File: src/rtl/dplca_pkg.sv
// Shared DPLCA definitions: claim encodings, claim ordering/aging helpers, and
// the claim-table producer state encoding.
package dplca_pkg;

  localparam logic [1:0] CLAIM_NONE = 2'b00;
  localparam logic [1:0] CLAIM_SOFT = 2'b01;
  localparam logic [1:0] CLAIM_HARD = 2'b10;

  typedef enum logic [1:0] {
    ST_DISABLED = 2'd0,
    ST_SYNC     = 2'd1,
    ST_COLLECT  = 2'd2
  } dplca_state_t;

  // HARD > SOFT > NONE; the unused code 2'b11 ranks as NONE.
  function automatic logic [1:0] claim_max(input logic [1:0] a, input logic [1:0] b);
    if (a == CLAIM_HARD || b == CLAIM_HARD) return CLAIM_HARD;
    if (a == CLAIM_SOFT || b == CLAIM_SOFT) return CLAIM_SOFT;
    return CLAIM_NONE;
  endfunction

  function automatic logic [1:0] claim_age(input logic [1:0] c);
    return (c == CLAIM_HARD) ? CLAIM_SOFT : CLAIM_NONE;
  endfunction

  function automatic logic claim_valid(input logic [1:0] c);
    return (c == CLAIM_SOFT) || (c == CLAIM_HARD);
  endfunction

endpackage

File: src/rtl/dplca_claim_entry.sv
// One claim-table slot: a 2-bit claim plus the refresh bit that shields it
// from the next aging boundary.
module dplca_claim_entry
  import dplca_pkg::*;
(
  input  logic       clk,
  input  logic       rst_n,
  input  logic       clear,
  input  logic       set_en,
  input  logic [1:0] set_claim,
  input  logic       age_stb,
  output logic [1:0] entry
);

  logic       refresh;
  logic [1:0] entry_set;
  logic       refresh_set;

  // A claim on the same clock as an aging boundary lands first, so it also protects.
  always_comb begin
    entry_set   = entry;
    refresh_set = refresh;
    if (set_en) begin
      entry_set = claim_max(entry, set_claim);
      if (claim_valid(set_claim)) refresh_set = 1'b1;
    end
  end

  always_ff @(posedge clk or negedge rst_n) begin
    if (!rst_n) begin
      entry   <= CLAIM_NONE;
      refresh <= 1'b0;
    end else if (clear) begin
      entry   <= CLAIM_NONE;
      refresh <= 1'b0;
    end else if (age_stb) begin
      entry   <= refresh_set ? entry_set : claim_age(entry_set);
      refresh <= 1'b0;
    end else begin
      entry   <= entry_set;
      refresh <= refresh_set;
    end
  end

endmodule

File: src/rtl/dplca_txop_claim_table.sv
// DPLCA claim-table producer: records per-node claims seen in each TXOP, ages
// them every DPLCA_AGING_CYCLES PLCA cycles and reports per-cycle updates.
module dplca_txop_claim_table
  import dplca_pkg::*;
#(
  parameter int unsigned DPLCA_AGING_CYCLES = 128
) (
  input  logic         clk,
  input  logic         plca_reset_n,
  input  logic         dplca_en,
  input  logic         dplca_aging,
  input  logic         beacon_strobe,
  input  logic         txop_end_strobe,
  input  logic [7:0]   txop_cur_id,
  input  logic [1:0]   txop_claim,
  output logic [511:0] txop_claim_table_unpacked,
  output logic         dplca_txop_table_upd,
  output logic         dplca_new_age,
  output logic [7:0]   dplca_txop_id,
  output logic [7:0]   dplca_txop_node_count
);

  localparam logic [7:0] AGE_LAST = 8'(DPLCA_AGING_CYCLES - 1);

  dplca_state_t state, state_nxt;
  logic [7:0]   cyc_cnt;
  logic [7:0]   max_id;
  logic [7:0]   max_eff;
  logic         txop_v;
  logic         bcn_v;
  logic         boundary;

  always_ff @(posedge clk or negedge plca_reset_n) begin
    if (!plca_reset_n) state <= ST_DISABLED;
    else               state <= state_nxt;
  end

  always_comb begin
    state_nxt = state;
    case (state)
      ST_DISABLED: state_nxt = ST_SYNC;
      ST_SYNC:     if (beacon_strobe) state_nxt = ST_COLLECT;
      ST_COLLECT:  state_nxt = ST_COLLECT;
      default:     state_nxt = ST_DISABLED;
    endcase
    if (!dplca_en) state_nxt = ST_DISABLED;
  end

  assign txop_v   = (state == ST_COLLECT) && txop_end_strobe;
  assign bcn_v    = (state == ST_COLLECT) && beacon_strobe;
  assign boundary = bcn_v && dplca_aging && (cyc_cnt == AGE_LAST);

  // A TXOP closing on the beacon clock still belongs to the ending cycle.
  assign max_eff = (txop_v && (txop_cur_id > max_id)) ? txop_cur_id : max_id;

  always_ff @(posedge clk or negedge plca_reset_n) begin
    if (!plca_reset_n) begin
      cyc_cnt               <= '0;
      max_id                <= '0;
      dplca_txop_table_upd  <= 1'b0;
      dplca_new_age         <= 1'b0;
      dplca_txop_id         <= '0;
      dplca_txop_node_count <= '0;
    end else if (!dplca_en) begin
      cyc_cnt               <= '0;
      max_id                <= '0;
      dplca_txop_table_upd  <= 1'b0;
      dplca_new_age         <= 1'b0;
      dplca_txop_id         <= '0;
      dplca_txop_node_count <= '0;
    end else begin
      dplca_txop_table_upd <= txop_v | bcn_v;
      if (bcn_v) begin
        dplca_txop_id         <= '0;
        dplca_txop_node_count <= (max_eff == 8'hFF) ? 8'hFF : max_eff + 8'd1;
        max_id                <= '0;
      end else if (txop_v) begin
        dplca_txop_id <= txop_cur_id;
        max_id        <= max_eff;
      end
      if (!dplca_aging) begin
        cyc_cnt       <= '0;
        dplca_new_age <= 1'b0;
      end else if (bcn_v) begin
        cyc_cnt       <= boundary ? '0 : cyc_cnt + 8'd1;
        dplca_new_age <= boundary;
      end
    end
  end

  for (genvar n = 0; n < 256; n++) begin : g_entry
    dplca_claim_entry u_entry (
      .clk       (clk),
      .rst_n     (plca_reset_n),
      .clear     (!dplca_en),
      .set_en    (txop_v && (txop_cur_id == 8'(n))),
      .set_claim (txop_claim),
      .age_stb   (boundary),
      .entry     (txop_claim_table_unpacked[2*n +: 2])
    );
  end

endmodule

File: config.mk
export PLATFORM = sky130hd
export DESIGN_NAME = dplca_txop_claim_table
export DESIGN_NICKNAME = d
export VERILOG_FILES = /design/src/rtl/dplca_pkg.sv /design/src/rtl/dplca_claim_entry.sv /design/src/rtl/dplca_txop_claim_table.sv
export SDC_FILE = /design/constraint.sdc
export NUM_CORES = 2
export LEC_CHECK = 0
export CORE_UTILIZATION = 35
export CTS_CLUSTER_DIAMETER = 30
export DETAILED_ROUTE_END_ITERATION = 8
export GPL_TIMING_DRIVEN = 1
export PLACE_DENSITY = 0.56
export SETUP_SLACK_MARGIN = 0.05
export SKIP_LAST_GASP = 1
export SYNTH_ARGS = -nofsm -noshare
export SYNTH_HDL_FRONTEND = slang
export SYNTH_SLANG_ARGS = --single-unit
File: constraint.sdc
create_clock -name clk -period 8.76 [get_ports clk]
set_clock_uncertainty 0.05 [all_clocks]
set_input_delay 1.752 -clock clk [delete_from_list [all_inputs] [get_ports clk]]
set_output_delay 1.752 -clock clk [all_outputs]
set_load 0.05 [all_outputs]
Word level (Yosys, flattened, before mapping) --
Index checks and enable logic that the tools add are counted.
Word-level totals: bits of input ports 16, output and inout port bits 530, flip-flop bits (word level) 804, word-level logic and storage cells 6961
Cells by class: reductions and logical operators 776, equal/unequal tests 1033, bitwise operators 1, magnitude comparators 1, add/sub/neg operators 2, muxes and demuxes 4629
Operators by type and width (number):
- $mux 2 | 2050
- $mux 1 | 2564
- $eq 8x8->1 const B | 129
- $eq 2x2->1 const B | 514
- $eq 8x7->1 const B | 65
- $eq 2x1->1 const B | 258
- $logic_or 1x1->1 | 513
- $logic_and 1x1->1 | 261
- $eq 8x6->1 const B | 32
- $eq 8x5->1 const B | 16
- $mux 8 | 14
- $eq 8x4->1 const B | 8
- $eq 8x3->1 const B | 4
- $add 8x1->8 const B | 2
- $eq 8x2->1 const B | 2
- $eq 8x1->1 const B | 1
- $gt 8x8->1 | 1
- $logic_not 8->1 | 1
- $pmux 2 s3 | 1
- $ne 3x1->1 const B | 1
- $ne 3x2->1 const B | 1
- $ne 3x3->1 const B | 1
- $logic_not 2->1 | 1
- $ne 2x1->1 const B | 1
- $or 1x1->1 | 1

Longest topological paths before layout --
word-level depth 14, depth in mapped cells 17

Cells and area by module --
Synthesis repeated with hierarchy kept, for this count alone.
Unflattened totals: cells, all modules 6462, area total of the unflattened synthesis 58927.8 µm²
By module, submodules not included:
- dplca_claim_entry | times used 256, area each 216.5 µm², cells each 23, seq. area each 75.1 µm²
- dplca_txop_claim_table | times used 1, area each 3514.6 µm², cells each 574, seq. area each 900.9 µm²

Least setup slack after synthesis --
Ideal clock, no wire load.
kind input-to-reg, start point input port txop_cur_id[0], end point register dplca_txop_node_count[3], setup time 78 ps, arrival 4661 ps, stages 15, slack 3971 ps, path buffers 2, path through buf_2 -> buf_2 -> inv_1 -> ha_1 -> and4_1 -> a2111oi_2 -> nor2_1 -> o21ai_0 -> ha_1 -> nand2_1 -> or3_1 -> nand2_1 -> nor3_1 -> a311o_1 -> a21oi_1
Between the ends: cells in the longest elaborated chain, start to end 7
RTL lines:
- from (decl) | line dplca_txop_claim_table.sv:14 | input logic [7:0] txop_cur_id,
- $gt 8x8->1 | line dplca_txop_claim_table.sv:54 | assign max_eff = (txop_v && (txop_cur_id > max_id)) ? txop_cur_id : max_id;
- $logic_and 1x1->1 | line dplca_txop_claim_table.sv:54
- $mux 8 (*) | line dplca_txop_claim_table.sv:54
- $add 8x1->8 or $eq 8x8->1 (tied branches) | line dplca_txop_claim_table.sv:75 | dplca_txop_node_count <= (max_eff == 8'hFF) ? 8'hFF : max_eff + 8'd1;
- $mux 8 (*) | line dplca_txop_claim_table.sv:75
- $mux 8 (*) | line dplca_txop_claim_table.sv:73 | if (bcn_v) begin
- $mux 8 (*) | line dplca_txop_claim_table.sv:64 | end else if (!dplca_en) begin
- to (signal assigned) | line dplca_txop_claim_table.sv:75
- to (decl) | line dplca_txop_claim_table.sv:20 | output logic [7:0] dplca_txop_node_count
Every way passes the cells marked *; elsewhere a longest branch is shown, timed or not. The select of a mux whose other input is x is not followed. A chain may end at the register's enable or synchronous reset.

Worst setup path after layout --
start point input port txop_cur_id[0], end point register dplca_txop_node_count[0]
Same word-level chain as after synthesis.

==> flow_metrics.py <==
metrics = {
    "clocking": {
        "clk_latency_ns": 0.84,
        "cts_max_level": 4,
        "cts_tree": "done",
        "cts_buffer_depth": 3,
        "cts_made_buffers": 233,
        "cts-root-buf": "clkbuf_16",
        "path_clk_slew_ns": 0.04,
        "ctsHoldBuffers": 0,
        "cts_setup_buffers": 0,
        "clock_sinks": 804,
        "cts_resized": 0,
    },
    "power": {
        "switchingPower_mw": 4.07,
        "p_sw_share_pct": 27.6,
        "pwr-share-comb_pct": 12.6,
        "p_leak_nw": 25.2,
        "p_clk_share_pct": 60.3,
        "p_int_mw": 10.7,
        "seqPwrFrac_pct": 27.1,
        "pwr_density_cell_nw_per_um2": 243,
        "ir_drop_mv": 0.189,
    },
    "floorplan": {
        "die_y_um": 363,
        "fp.coreArea_um2": 128000,
        "start_util_pct": 35.5,
        "io_pins": 546,
        "die-area_um2": 131000,
        "rows": 131,
        "die_x_um": 363,
    },
    "detailed_routing": {
        "vias": 44500,
        "drt_drc_violations_left": 0,
        "ant_nets": 0,
        "drt-vias-per-instance": 5.84,
        "wl_um": 175000,
        "drt_iter0_markers": 3622,
        "wire_per_inst_um": 23.0,
        "drtPass1Iterations": 6,
    },
    "placement": {
        "port_buffers": 545,
        "dpl.hpwl_um": 102000,
        "placed_area_um2": 52300,
        "dp.cells": 7183,
        "place.gp.congestion": 0.834,
    },
    "logic_synthesis": {
        "ys_types": 78,
        "ys.flop_type": "dfrtp_1",
        "yosys.area.top_type": "dfrtp_1",
        "avgSynthCellArea_um2": 8.73,
        "syn_inst": 5213,
        "synth.most_common_cell": "dfrtp_1",
        "synth_edf_count": 0,
        "synth_fp_nets": 5244,
        "yosysWarnings": 0,
        "synthTopCellsByCount": "804 x dfrtp_1, 600 x a21oi_1, 566 x nand2_1",
        "synth_top_area_share_pct": 44.2,
        "synth_area_leaders": "dfrtp_1 44%, a21oi_1 6.6%, nand2_1 4.7%",
        "synth_area_um2": 45500,
        "async_flop_share_pct": 100,
        "synth-seq-cells": 804,
        "ys_seq_area_share_pct": 44.2,
    },
    "worst_hold_path": {
        "hold_class": "reg2reg",
        "hold_path_end": "g_entry[187].u_entry.refresh$_DFF_PN0_",
        "hold_path.startpoint": "g_entry[187].u_entry.refresh$_DFF_PN0_",
        "hold_depth": 2,
    },
    "setup_path": {
        "worstPathArrival_ns": 5.53,
        "critical_path_class": "in2reg",
        "required_ns": 9.45,
        "cpLargestDelayFamily": "simple AND/OR/NAND/NOR gates",
        "end_kind": "flop",
        "r2r-end": "g_entry[101].u_entry.entry[0]$_DFF_PN0_",
        "r2r-start": "state[0]$_DFFE_PN0P_",
        "cp_slowest_stage_delay_ns": 0.48,
        "path_max_fanout": 25,
        "reg2reg_slack_ns": 4.79,
        "path_buf_inv": 3,
        "path_cells": "clkdlybuf4s50_1 > buf_4 > inv_1 > ha_1 > and4_1 > a2111oi_2 > nor2_1 > o21ai_0 > ha_1 > nand2_1 > or3_1 > nor3_1 > nor3_1 > a21oi_1",
        "startpoint_type": "primary input",
        "reg2reg_depth": 9,
        "slowest_stage": "a2111oi_2",
    },
    "cells_and_area": {
        "fin_cells": 7618,
        "synthToLayoutAreaGrowth_pct": 33.6,
        "nets": 5720,
        "stdcell_area_um2": 60800,
        "drive_above_1_share_pct": 11.5,
    },
    "sta": {
        "slew_headroom_pct": 22.7,
        "drv_slew": 0,
        "period_share_pct": 55.3,
        "setup_viol": 0,
        "clock.fmax_ghz": 0.206,
        "rsz0062_at_grt": "false",
        "fin_setup_tns_ns": 0,
        "worstMarginPinSlew_ns": 1.15,
        "period_needed_ns": 4.85,
        "final_hold_viol_count": 0,
    },
    "job": {
        "drv_cap": 0,
    },
    "global_route": {
        "antenna_found_initial": 2,
        "grt_util_all_layers_pct": 25.8,
        "grt_pass1_wl_um": 264000,
        "grt_max_degree": 192,
        "grt_pass1_vias": 42300,
        "overflow": 0,
    },
    "status": {
        "status": "completed",
    },
}
worst register-to-register path, delay by kind of cell (launching register included):
family | cells | cell delay (ns)
flip-flops | 1 | 0.39
adder cells (fa/ha/maj) | 1 | 0.54
buffers and inverters | 2 | 0.76
AO/OA/AOI/OAI | 2 | 0.29
AND/OR/NAND/NOR | 4 | 1.81
power by group through the flow:
stage	combinational, mW	sequential (mW)	clock, mW
after global placement	1.84	4.04	0
after detailed placement	1.86	4.04	0
final	1.87	4.00	8.90
after CTS	1.87	3.99	9.01
after floorplan	0.766	4.44	0
after global routing	1.98	4.01	9.25
metrics by stage:
stage / hold slack, ns / total power, mW / utilization (%) / setup WS (ns)
4_1_cts: 0.427 / 14.9 / 47.4 / 3.99
6_report: 0.425 / 14.8 / 47.4 / 3.91
5_1_grt: 0.434 / 15.2 / 47.4 / 3.65
3_5_place_dp: 0.417 / 5.90 / 40.8 / 3.12
3_3_place_gp: 0.412 / 5.88 / 40.8 / 3.10
2_1_floorplan: 0.399 / 5.21 / - / 3.97
sequential cells by signal, summed over array words and instances (netlist names):
register,count
cyc_cnt,8
dplca_new_age,1
dplca_txop_id,8
dplca_txop_node_count,8
dplca_txop_table_upd,1
g_entry.u_entry.entry,512
g_entry.u_entry.refresh,256
max_id,8
state,2
layout by cell type (no fill, tap or decap), drive strengths merged, types with 19 or more instances in the layout:
cell           synthesis  routed
nor4                  40      40
nor2                 485     485
a21oi                600     600
o41ai                 32      32
a2bb2oi               88      88
a221o                 73      73
dfrtp                804     804
clkbuf               222     333
o22ai                164     164
o21ai                116     116
a22oi                 31      31
clkdlybuf4s50          0     540
o221ai                50      50
nor3                 254     254
clkinv                 0      61
nand2                567     567
buf                  158      80
a22o                 223     223
bufinv                 0      33
inv                  445     446
o211a                 19      19
a211oi               167     167
nand2b                25      25
a221oi               184     184
and3                 286     286
logic make-up after synthesis:
kind of cell | synth area share [%]
compound gates | 27.6
buf+inv | 7.29
flops | 44.2
fa+ha+maj | 0.412
mux | 0.242
xor+xnor | 0.135
simple gates | 20.1
how the worst max path moves through the flow:
stage / depth (start not counted) / slack [ns] / endpoint / startpoint
5_1_grt: 14 / 3.65 / dplca_txop_node_count[0]$_DFFE_PN0P_ / txop_cur_id[0]
4_1_cts: 14 / 3.99 / dplca_txop_node_count[0]$_DFFE_PN0P_ / txop_cur_id[0]
6_report: 14 / 3.91 / dplca_txop_node_count[0]$_DFFE_PN0P_ / txop_cur_id[0]
3_5_place_dp: 14 / 3.12 / dplca_txop_node_count[0]$_DFFE_PN0P_ / txop_cur_id[0]
3_3_place_gp: 16 / 3.10 / dplca_txop_node_count[3]$_DFFE_PN0P_ / txop_cur_id[0]
2_1_floorplan: 15 / 3.97 / dplca_txop_node_count[3]$_DFFE_PN0P_ / txop_cur_id[0]
layer usage:
layer	GRT usage, %	wire length (µm)	vias to the layer above
met2	40.2	79500	1668
met4	12.1	7390	0
li1	-	-	20200
met1	33.9	75700	22200
met3	5.89	12200	364
met5	0	0	-
layout make-up:
cell class                 instances  area [µm²]
inverter                         445        1700
timing repair buffer             621        6170
tap                             1729        2160
clock buffer                     332        6770
fill                           12000       67600
clock inverter                   102        1670
multi-input combinational       3584       22200
antenna                            1        2.50
sequential                       804       20100
(Power assumes the default switching activity.)
